===== config.mk =====
export PLATFORM = sky130hd
export DESIGN_NAME = perf_counter_bank
export DESIGN_NICKNAME = d
export VERILOG_FILES = /design/src/rtl/perf_counter_bank.sv
export SDC_FILE = /design/constraint.sdc
export NUM_CORES = 1
export LEC_CHECK = 0
export ABC_AREA = 1
export CORE_UTILIZATION = 50
export DETAILED_ROUTE_END_ITERATION = 6
export GPL_ROUTABILITY_DRIVEN = 0
export GPL_TIMING_DRIVEN = 0
export PLACE_DENSITY = 0.7
export SYNTH_ARGS = -nofsm -noshare
export SYNTH_HDL_FRONTEND = slang
export SYNTH_SLANG_ARGS = --single-unit

===== constraint.sdc =====
create_clock -name clk -period 5.45 [get_ports clk]
set_input_delay 1.09 -clock clk [delete_from_list [all_inputs] [get_ports clk]]
set_output_delay 1.09 -clock clk [all_outputs]
set_load 0.02 [all_outputs]

===== src/rtl/perf_counter_bank.sv =====
// perf_counter_bank: memory-mapped bank of edge-qualified event counters.
// Counter i lives at word BASE_ADDR+2*i; the enable register CTRL follows
// the last counter. Reads/writes use a one-cycle-latency read/write/resp
// handshake. A write to a counter clears it; a write to CTRL sets en.
module perf_counter_bank #(
  parameter int          NUM_CTRS  = 8,
  parameter int          WIDTH     = 16,
  parameter logic [15:0] BASE_ADDR = 16'hFF00
) (
  input  logic                clk,
  input  logic                reset,
  input  logic [NUM_CTRS-1:0] event_in,
  input  logic [15:0]         mem_address,
  input  logic                mem_read,
  input  logic                mem_write,
  input  logic [15:0]         mem_wdata,
  output logic                hit,
  output logic                mem_resp,
  output logic [15:0]         mem_rdata
);

  typedef enum logic {IDLE, RESP} state_t;

  state_t              state_q;
  logic                resp_q;
  logic [15:0]         rdata_q;
  logic                en_q, en_d;
  logic [NUM_CTRS-1:0] prev_q;
  logic [NUM_CTRS-1:0] rise_w;
  logic [WIDTH-1:0]    cnt_q [NUM_CTRS];
  logic [WIDTH-1:0]    cnt_d [NUM_CTRS];

  logic [16:0]         addr_w, base_w, offs_w;
  logic [3:0]          idx_w;
  logic                accept_w, wr_acc_w, rd_acc_w;
  logic [15:0]         rdata_sel;
  logic                unused_bits;

  // Address bit 0 and the upper write-data bits carry no meaning here.
  assign unused_bits = ^{mem_address[0], mem_wdata[15:1]};

  // Word-address decode; widened so a map ending near the top of the
  // address space neither overflows nor aliases low addresses.
  always_comb begin
    addr_w = {2'b00, mem_address[15:1]};
    base_w = {2'b00, BASE_ADDR[15:1]};
    offs_w = addr_w - base_w;
    idx_w  = offs_w[3:0];
    hit    = (addr_w >= base_w) && (offs_w <= 17'(NUM_CTRS));
  end

  // Request acceptance: only in IDLE, and a simultaneous read+write is a write.
  always_comb begin
    accept_w = (state_q == IDLE) && (mem_read || mem_write) && hit;
    wr_acc_w = accept_w && mem_write;
    rd_acc_w = accept_w && !mem_write;
  end

  // Next counter values: rising-edge increment, clear on write (an
  // enabled edge in the clearing cycle leaves the counter at 1).
  always_comb begin
    rise_w = event_in & ~prev_q;
    for (int unsigned i = 0; i < NUM_CTRS; i++) begin
      cnt_d[i] = cnt_q[i];
      if (wr_acc_w && (idx_w == 4'(i))) begin
        cnt_d[i] = (en_q && rise_w[i]) ? WIDTH'(1) : '0;
      end else if (en_q && rise_w[i]) begin
        cnt_d[i] = cnt_q[i] + WIDTH'(1);
      end
    end
  end

  // Next enable value from a CTRL write.
  always_comb begin
    en_d = en_q;
    if (wr_acc_w && (idx_w == 4'(NUM_CTRS))) begin
      en_d = mem_wdata[0];
    end
  end

  // Read mux over the pre-edge register contents, zero-extended to 16 bits.
  always_comb begin
    rdata_sel = '0;
    if (idx_w == 4'(NUM_CTRS)) begin
      rdata_sel = {15'b0, en_q};
    end else begin
      for (int unsigned i = 0; i < NUM_CTRS; i++) begin
        if (idx_w == 4'(i)) begin
          rdata_sel = 16'(cnt_q[i]);
        end
      end
    end
  end

  // State, counters, edge history and registered handshake outputs.
  always_ff @(posedge clk) begin
    if (reset) begin
      state_q <= IDLE;
      resp_q  <= 1'b0;
      rdata_q <= '0;
      en_q    <= 1'b1;
      prev_q  <= '0;
      for (int unsigned i = 0; i < NUM_CTRS; i++) begin
        cnt_q[i] <= '0;
      end
    end else begin
      prev_q <= event_in;
      en_q   <= en_d;
      for (int unsigned i = 0; i < NUM_CTRS; i++) begin
        cnt_q[i] <= cnt_d[i];
      end
      case (state_q)
        IDLE: begin
          if (accept_w) begin
            state_q <= RESP;
            resp_q  <= 1'b1;
            rdata_q <= rd_acc_w ? rdata_sel : '0;
          end
        end
        RESP: begin
          state_q <= IDLE;
          resp_q  <= 1'b0;
          rdata_q <= '0;
        end
        default: begin
          state_q <= IDLE;
          resp_q  <= 1'b0;
          rdata_q <= '0;
        end
      endcase
    end
  end

  // Reset arriving during RESP suppresses the pending pulse in that cycle.
  assign mem_resp  = resp_q && !reset;
  assign mem_rdata = reset ? '0 : rdata_q;

endmodule


==> metrics.md, run 1 <==
| Metric | Value |
|---|---|
| Status | `finished, final reports clean` |
| Row count | `between 40 and 50` |
| #FFs+latches synth | `roughly 160` |
| Clock root cell | `clkbuf_16` |
| Pwr Density | `258.5 mW/mm^2` |
| Maximum Capacitance Violations | `0` |
| Final setup violation count | `0` |
| Placed inst area | `0.008848 sq mm` |
| Total track usage | `0.2732` |
| Synth-to-layout area growth | `15.61%` |
| DR WL/cell | `between 10 and 15 um` |
| # port buffers | `between 40 and 50` |
| Critical path peak fanout | `3` |
| Post-synth cell types | `30` |
| Starting Density | `0.5123` |
| Critical Path Max Stage Delay | `~0.62 ns` |
| WL final | `approximately 22 mm` |
| Antenna violations before repair | `0` |
| Cell Area, Synth | `around 0.008 sq mm` |
| Crit Path Class | `input pin to output pin` |
| Clk buf depth | `2` |
| Largest net degree at the start of global routing | `17` |
| CP endpoint kind | `output pin` |
| Worst-path cell chain | `clkdlybuf4s50_1 -> ha_1 -> inv_1 -> nor2_1 -> nand3_1 -> nor2_1 -> and2_1 -> clkdlybuf4s50_1` |
| Die height | `129.6 um` |
| Max Fclk | `about 250 MHz` |
| First-pass GRT wire length | `about 35 mm` |
| Main synth FF type | `dfxtp_1` |
| Total CTS buffers | `17` |
| CTS resizes | `0` |
| RSZ-0062 raised after global routing | `false` |
| Worst-Margin Slew | `roughly 0.88 ns` |
| Post-synth top area share | `0.3813` |
| ANT cells | `0` |
| Syn_area_per_cell | `6.600 sq um` |
| DRC violations left | `0` |
| Area of the core | `roughly 0.016 sq mm` |
| Yosys warnings | `0` |
| Post-route cell area | `between 0.009 and 0.01 sq mm` |
| DRT iter0 DRCs | `between 600 and 700` |
| Setup TNS | `0 ns` |
| Final Critical Period | `between 4 and 5 ns` |
| Syn_nets | `around 1300` |
| I/O pin cnt | `62` |
| Leakage | `about 3.6 nW` |
| CP arrival | `2.99 ns` |
| DR pass1 iterations | `5` |
| Top post-synthesis cells by area | `dfxtp_1 (38%), nand2_1 (15%), nor2_1 (10%)` |
| Syn Inst Count | `around 1200` |
| Final worst clock skew | `approximately 0.0076 ns` |
| Overall via count from detail_route | `roughly 7700` |
| Layout cell share with drive strength beyond 1 | `0.05428` |
| Fin nets | `between 1000 and 1500` |
| Post-DP HPWL | `roughly 17 mm` |
| CP Launch Type | `input pin` |
| Grt total ovfl | `0` |
| Critical-path top delay cell | `clkdlybuf4s50_1` |
| Post-CTS setup buffers | `0` |
| Final Hold Violating Endpoints | `0` |
| FFs w/ async S/R, synth | `0` |
| EDFF count, synth | `0` |
| Die footprint | `roughly 0.017 sq mm` |
| Clk sinks | `~160` |
| Die Width | `129.6 um` |
| Routed Antenna Nets | `0` |
| Final core utilization | `0.5922` |
| Top cell type by total area after synthesis | `dfxtp_1` |
| H-tree levels | `4` |
| CP Data Required Time | `4.36 ns` |
| CTS Hold Bufs | `0` |
| CTS tree | `built` |
| Clk slew on worst S/H paths | `roughly 0.06 ns` |
| Drt via density | `around 5` |
| Vias in the first global route | `roughly 6700` |
| Hold Crit Class | `register to register` |
| Final Cycle Share | `0.7487` |
| Normalized max-slew margin | `0.4116` |
| Clock Latency Late Sink | `between 0.4 and 0.5 ns` |
| Share of the yosys chip area belonging to registers | `0.3813` |
| VDD IR max | `between 200 and 250 uV` |
| Max-slew violation count | `0` |
## Yosys cell counts, types with 2 or more instances
master and instances:
a21oi_1 71, buf_1 3, buf_2 2, buf_4 8
clkbuf_1 13, clkinv_1 3, dfxtp_1 155, ha_1 10
inv_1 144, inv_2 3, nand2_1 323, nand3_1 97
nand3b_1 4, nand4_1 31, nor2_1 216, nor2_2 5
nor3_1 28, nor3_2 6, o21ai_0 8, or2_0 4
or2_2 15, xnor2_1 20, xor2_1 57
## cell usage in the layout (no fill, tap or decap), drive strengths merged, types with 10 or more instances in the layout
cell type / instances
a21oi: 71
buf: 13
clkbuf: 32
clkdlybuf4s50: 44
dfxtp: 155
ha: 10
inv: 147
nand2: 324
nand3: 97
nand4: 31
nor2: 221
nor3: 34
or2: 19
xnor2: 20
xor2: 57
## layout make-up
class,instances,area (sq um)
repair buffers,44,440.4
multi-input cells,902,4342
plain buffers,26,130.1
inverters,150,563.0
clock inverters,12,126.4
clock buffers,19,432.9
fillers,1583,6477
well taps,216,270.3
flip-flops and latches,155,3103
## layer usage
layer	track usage	up-vias	routed length (um)
li1	-	3988	-
met1	0.3959	3471	10650
met2	0.4008	222	9135
met3	0.05533	30	1378
met4	0.09234	0	478
met5	0	-	0
## registers in the layout, summed over array words and instances, names as in the netlist
name     cells
resp_q       1
prev_q       8
state_q      1
en_q         1
rdata_q     16
cnt_q      128
## critical path, delay by kind of cell
family / cells / cell delay [ns]
buf+inv: 3 / 1.16
simple gates: 4 / 0.58
fa+ha+maj: 1 / 0.15
## worst paths after layout
path,startpoint,to,slack (ns),cells after the start
setup / recovery,mem_address[8],hit,1.37,8
hold reg to reg,cnt_q[1][55],cnt_q[1][55],0.49,2
setup reg to reg,en_q,cnt_q[1][60],3.20,10
hold / removal,cnt_q[1][55],cnt_q[1][55],0.49,2
## cells by family after synthesis
family	count (synthesis)	share of synthesized area
AND/OR/NAND/NOR	735	0.3861
adder cells (fa/ha/maj)	10	0.01538
flip-flops	155	0.3813
XOR/XNOR	77	0.08287
AO/OA/AOI/OAI	80	0.04920
buffers and inverters	176	0.08518
## where the power goes
part | total [W] | leakage, nW | internal, W | switching (W)
Clock | 0.00115 | 0.261 | 0.000668 | 0.000481
Combinational | 0.000125 | 2.08 | 0.0000458 | 0.0000789
Sequential | 0.00116 | 1.25 | 0.00115 | 0.0000129
## stage by stage
stage,hold WS [ns],cells,power (W),setup WS (ns)
floorplan,0.4562,1233,0.001254,2.565
global placement,0.4681,1493,0.001305,1.408
detailed placement,0.4802,1493,0.001307,1.387
CTS,0.4894,1524,0.002447,1.386
global route,0.5163,1524,0.002509,1.280
finish,0.4883,1524,0.002432,1.370
Note: power is estimated with default switching activity, not from simulation.
==> run 2: changes to the inputs <==
--- a/config.mk
+++ b/config.mk
@@ -10,7 +10,7 @@
 export DETAILED_ROUTE_END_ITERATION = 6
 export GPL_ROUTABILITY_DRIVEN = 0
 export GPL_TIMING_DRIVEN = 0
-export PLACE_DENSITY = 0.7
+export PLACE_DENSITY = 0.73
 export SYNTH_ARGS = -nofsm -noshare
 export SYNTH_HDL_FRONTEND = slang
 export SYNTH_SLANG_ARGS = --single-unit
==> constraint.sdc (replaced) <==
create_clock -name clk -period 3.6 [get_ports clk]
set_input_delay 0.72 -clock clk [delete_from_list [all_inputs] [get_ports clk]]
set_output_delay 0.72 -clock clk [all_outputs]
set_load 0.02 [all_outputs]
==> metrics.md, run 2 (same netlist as run 1, synthesis figures left out) <==
| Metric | Value |
|---|---|
| CP endpoint kind | `output pin` |
| R2R setup slack | `1.44 ns (-1.76 ns)` |
| Final core utilization | `0.5957 (+0.003465)` |
| Worst-Margin Slew | `0.8559 ns (-0.02661 ns)` |
| Metal2 WL | `9.609 mm (+5.2%)` |
| CP arrival | `2.57 ns (-0.42 ns)` |
| Row count | `46 (unchanged)` |
| DR pass1 iterations | `5 (unchanged)` |
| Met3 wire len | `1.391 mm (+0.94%)` |
| Clk slew on worst S/H paths | `0.06 ns (about the same)` |
| DRC violations left | `0 (unchanged)` |
| DRT iter0 DRCs | `633 (+5.0%)` |
| I/O pin cnt | `62 (unchanged)` |
| Post-route cell area | `0.009463 sq mm (+0.59%)` |
| Largest net degree at the start of global routing | `17 (unchanged)` |
| Worst R2R End | `cnt_q[1][44]` |
| DR WL/cell | `14.07 um (-0.94%)` |
| Starting Density | `0.5123 (unchanged)` |
| Fillers | `1540 (-2.7%)` |
| Final setup violation count | `0 (unchanged)` |
| Post-DP HPWL | `16.41 mm (-0.90%)` |
| Biggest regs | `cnt_q x128, rdata_q x16, prev_q x8` |
| Leading cell type in the layout, fill and taps excluded | `nand2_1` |
| Status | `finished, final reports clean` |
| Area of the core | `0.01589 sq mm (unchanged)` |
| Final Non-Filler Cells | `1525 (+0.066%)` |
| Final worst clock skew | `0.01119 ns (+0.003624 ns)` |
| Layout cell share with drive strength beyond 1 | `0.05653 (+0.002250)` |
| Die height | `129.6 um (unchanged)` |
| Setup WS pre-CTS | `0.3102 ns (-1.077 ns)` |
| Leakage | `3.623 nW (+0.77%)` |
| Total CTS buffers | `17 (unchanged)` |
| Antenna violations before repair | `0 (unchanged)` |
| Hold_sp | `cnt_q[1][15]` |
| CTS tree | `built` |
| Largest register FFs | `128 (unchanged)` |
| WL final | `21.45 mm (-0.88%)` |
| Die Width | `129.6 um (unchanged)` |
| Reg with most FFs | `cnt_q` |
| Wire length on met1 | `9.863 mm (-7.4%)` |
| Clock root cell | `clkbuf_16` |
| # port buffers | `44 (unchanged)` |
| Post-CTS setup buffers | `0 (unchanged)` |
| CP Data Required Time | `2.88 ns (-1.48 ns)` |
| Normalized max-slew margin | `0.4294 (+0.01774)` |
| R2R Path Start | `en_q` |
| CP Launch Type | `input pin` |
| CTS resizes | `0 (unchanged)` |
| Final Cycle Share | `0.9145` |
| # placed instances | `1493 (unchanged)` |
| First-pass GRT wire length | `34.79 mm (+0.20%)` |
| Crit Path Class | `input pin to output pin` |
| Clock Latency Late Sink | `0.44 ns (about the same)` |
| Clk sinks | `155 (unchanged)` |
| Hold Path End | `cnt_q[1][15]` |
| CTS Hold Bufs | `0 (unchanged)` |
| Max Fclk | `between 300 and 400 MHz` |
| Total track usage | `0.2717 (-0.001440)` |
| Die footprint | `0.01679 sq mm (unchanged)` |
| Setup ws final | `0.3078 ns (-1.062 ns)` |
| Final Critical Period | `~3.3 ns` |
| Hold path cells | `2 (unchanged)` |
| H-tree levels | `4 (unchanged)` |
| Grt total ovfl | `0 (unchanged)` |
| Placed inst area | `0.008848 sq mm (unchanged)` |
| Overall via count from detail_route | `7801 (+1.2%)` |
| Pwr Density | `404.2 mW/mm^2 (+56%)` |
| Routed Antenna Nets | `0 (unchanged)` |
| Critical path peak fanout | `3 (unchanged)` |
| Synth-to-layout area growth | `16.28%` |
| Final Hold Violating Endpoints | `0 (unchanged)` |
| VDD IR max | `352.1 uV (+55%)` |
| Fin nets | `1350 (unchanged)` |
| Max-slew violation count | `0 (unchanged)` |
| Hold Crit Class | `register to register` |
| Maximum Capacitance Violations | `0 (unchanged)` |
| Worst Reg2Reg Path Length in Cells | `10 (unchanged)` |
| Vias in the first global route | `7072 (+5.4%)` |
| Top Layer Used | `met4` |
| Commonest non-fill, non-tap cells in the layout | `nand2_1 (323), nor2_1 (216), dfxtp_1 (155), inv_1 (144), nand3_1 (97)` |
| Clk buf depth | `2 (unchanged)` |
| ANT cells | `0 (unchanged)` |
| RSZ-0062 raised after global routing | `false` |
| Drt via density | `5.115 (+1.1%)` |
| Setup TNS | `0 ns (unchanged)` |
## run 2: report_power, final
part           switching, W  internal [W]  total (W)
logic              0.000118     0.0000694   0.000187
clock network      0.000781       0.00110    0.00188
registers         0.0000214       0.00173    0.00176
## run 2: layer usage
| layer | track usage | up-vias |
|---|---|---|
| li1 | - | 3984 |
| met2 | 0.4354 | 247 |
| met3 | 0.05739 | 41 |
| met4 | 0.09850 | 0 |
| met5 | 0 | - |
| met1 | 0.3602 | 3529 |
## run 2: how the worst max path moves through the flow
stage | from | endpoint | slack, ns | cells past startpoint
6_report | mem_address[9] | hit | 0.31 | 8
5_1_grt | mem_address[8] | hit | 0.22 | 8
4_1_cts | mem_address[9] | hit | 0.31 | 8
3_5_place_dp | mem_address[9] | hit | 0.31 | 8
3_3_place_gp | mem_address[9] | hit | 0.35 | 8
2_1_floorplan | reset | mem_rdata[10] | 1.46 | 3
## run 2: cell type report
class	instances	area, sq um	area share
plain buffers	26	130.1	0.01375
clock buffers	17	425.4	0.04496
clock inverters	15	188.9	0.01997
inverters	150	563.0	0.05950
multi-input cells	902	4342	0.4588
flip-flops and latches	155	3103	0.3279
well taps	216	270.3	0.02856
repair buffers	44	440.4	0.04654
## run 2: critical path, cell delays in order
cell and delay, ns:
clkdlybuf4s50_1 0.52, ha_1 0.17, inv_1 0.07, nor2_1 0.09, nand3_1 0.07, nor2_1 0.13, and2_1 0.19, clkdlybuf4s50_1 0.62
## run 2: through the flow
stage	total power, W	hold WS [ns]
floorplan	0.001898	0.4562
global placement	0.001974	0.4677
CTS	0.003838	0.4850
global route	0.003942	0.5219
detailed placement	0.001978	0.4731
finish	0.003825	0.4899
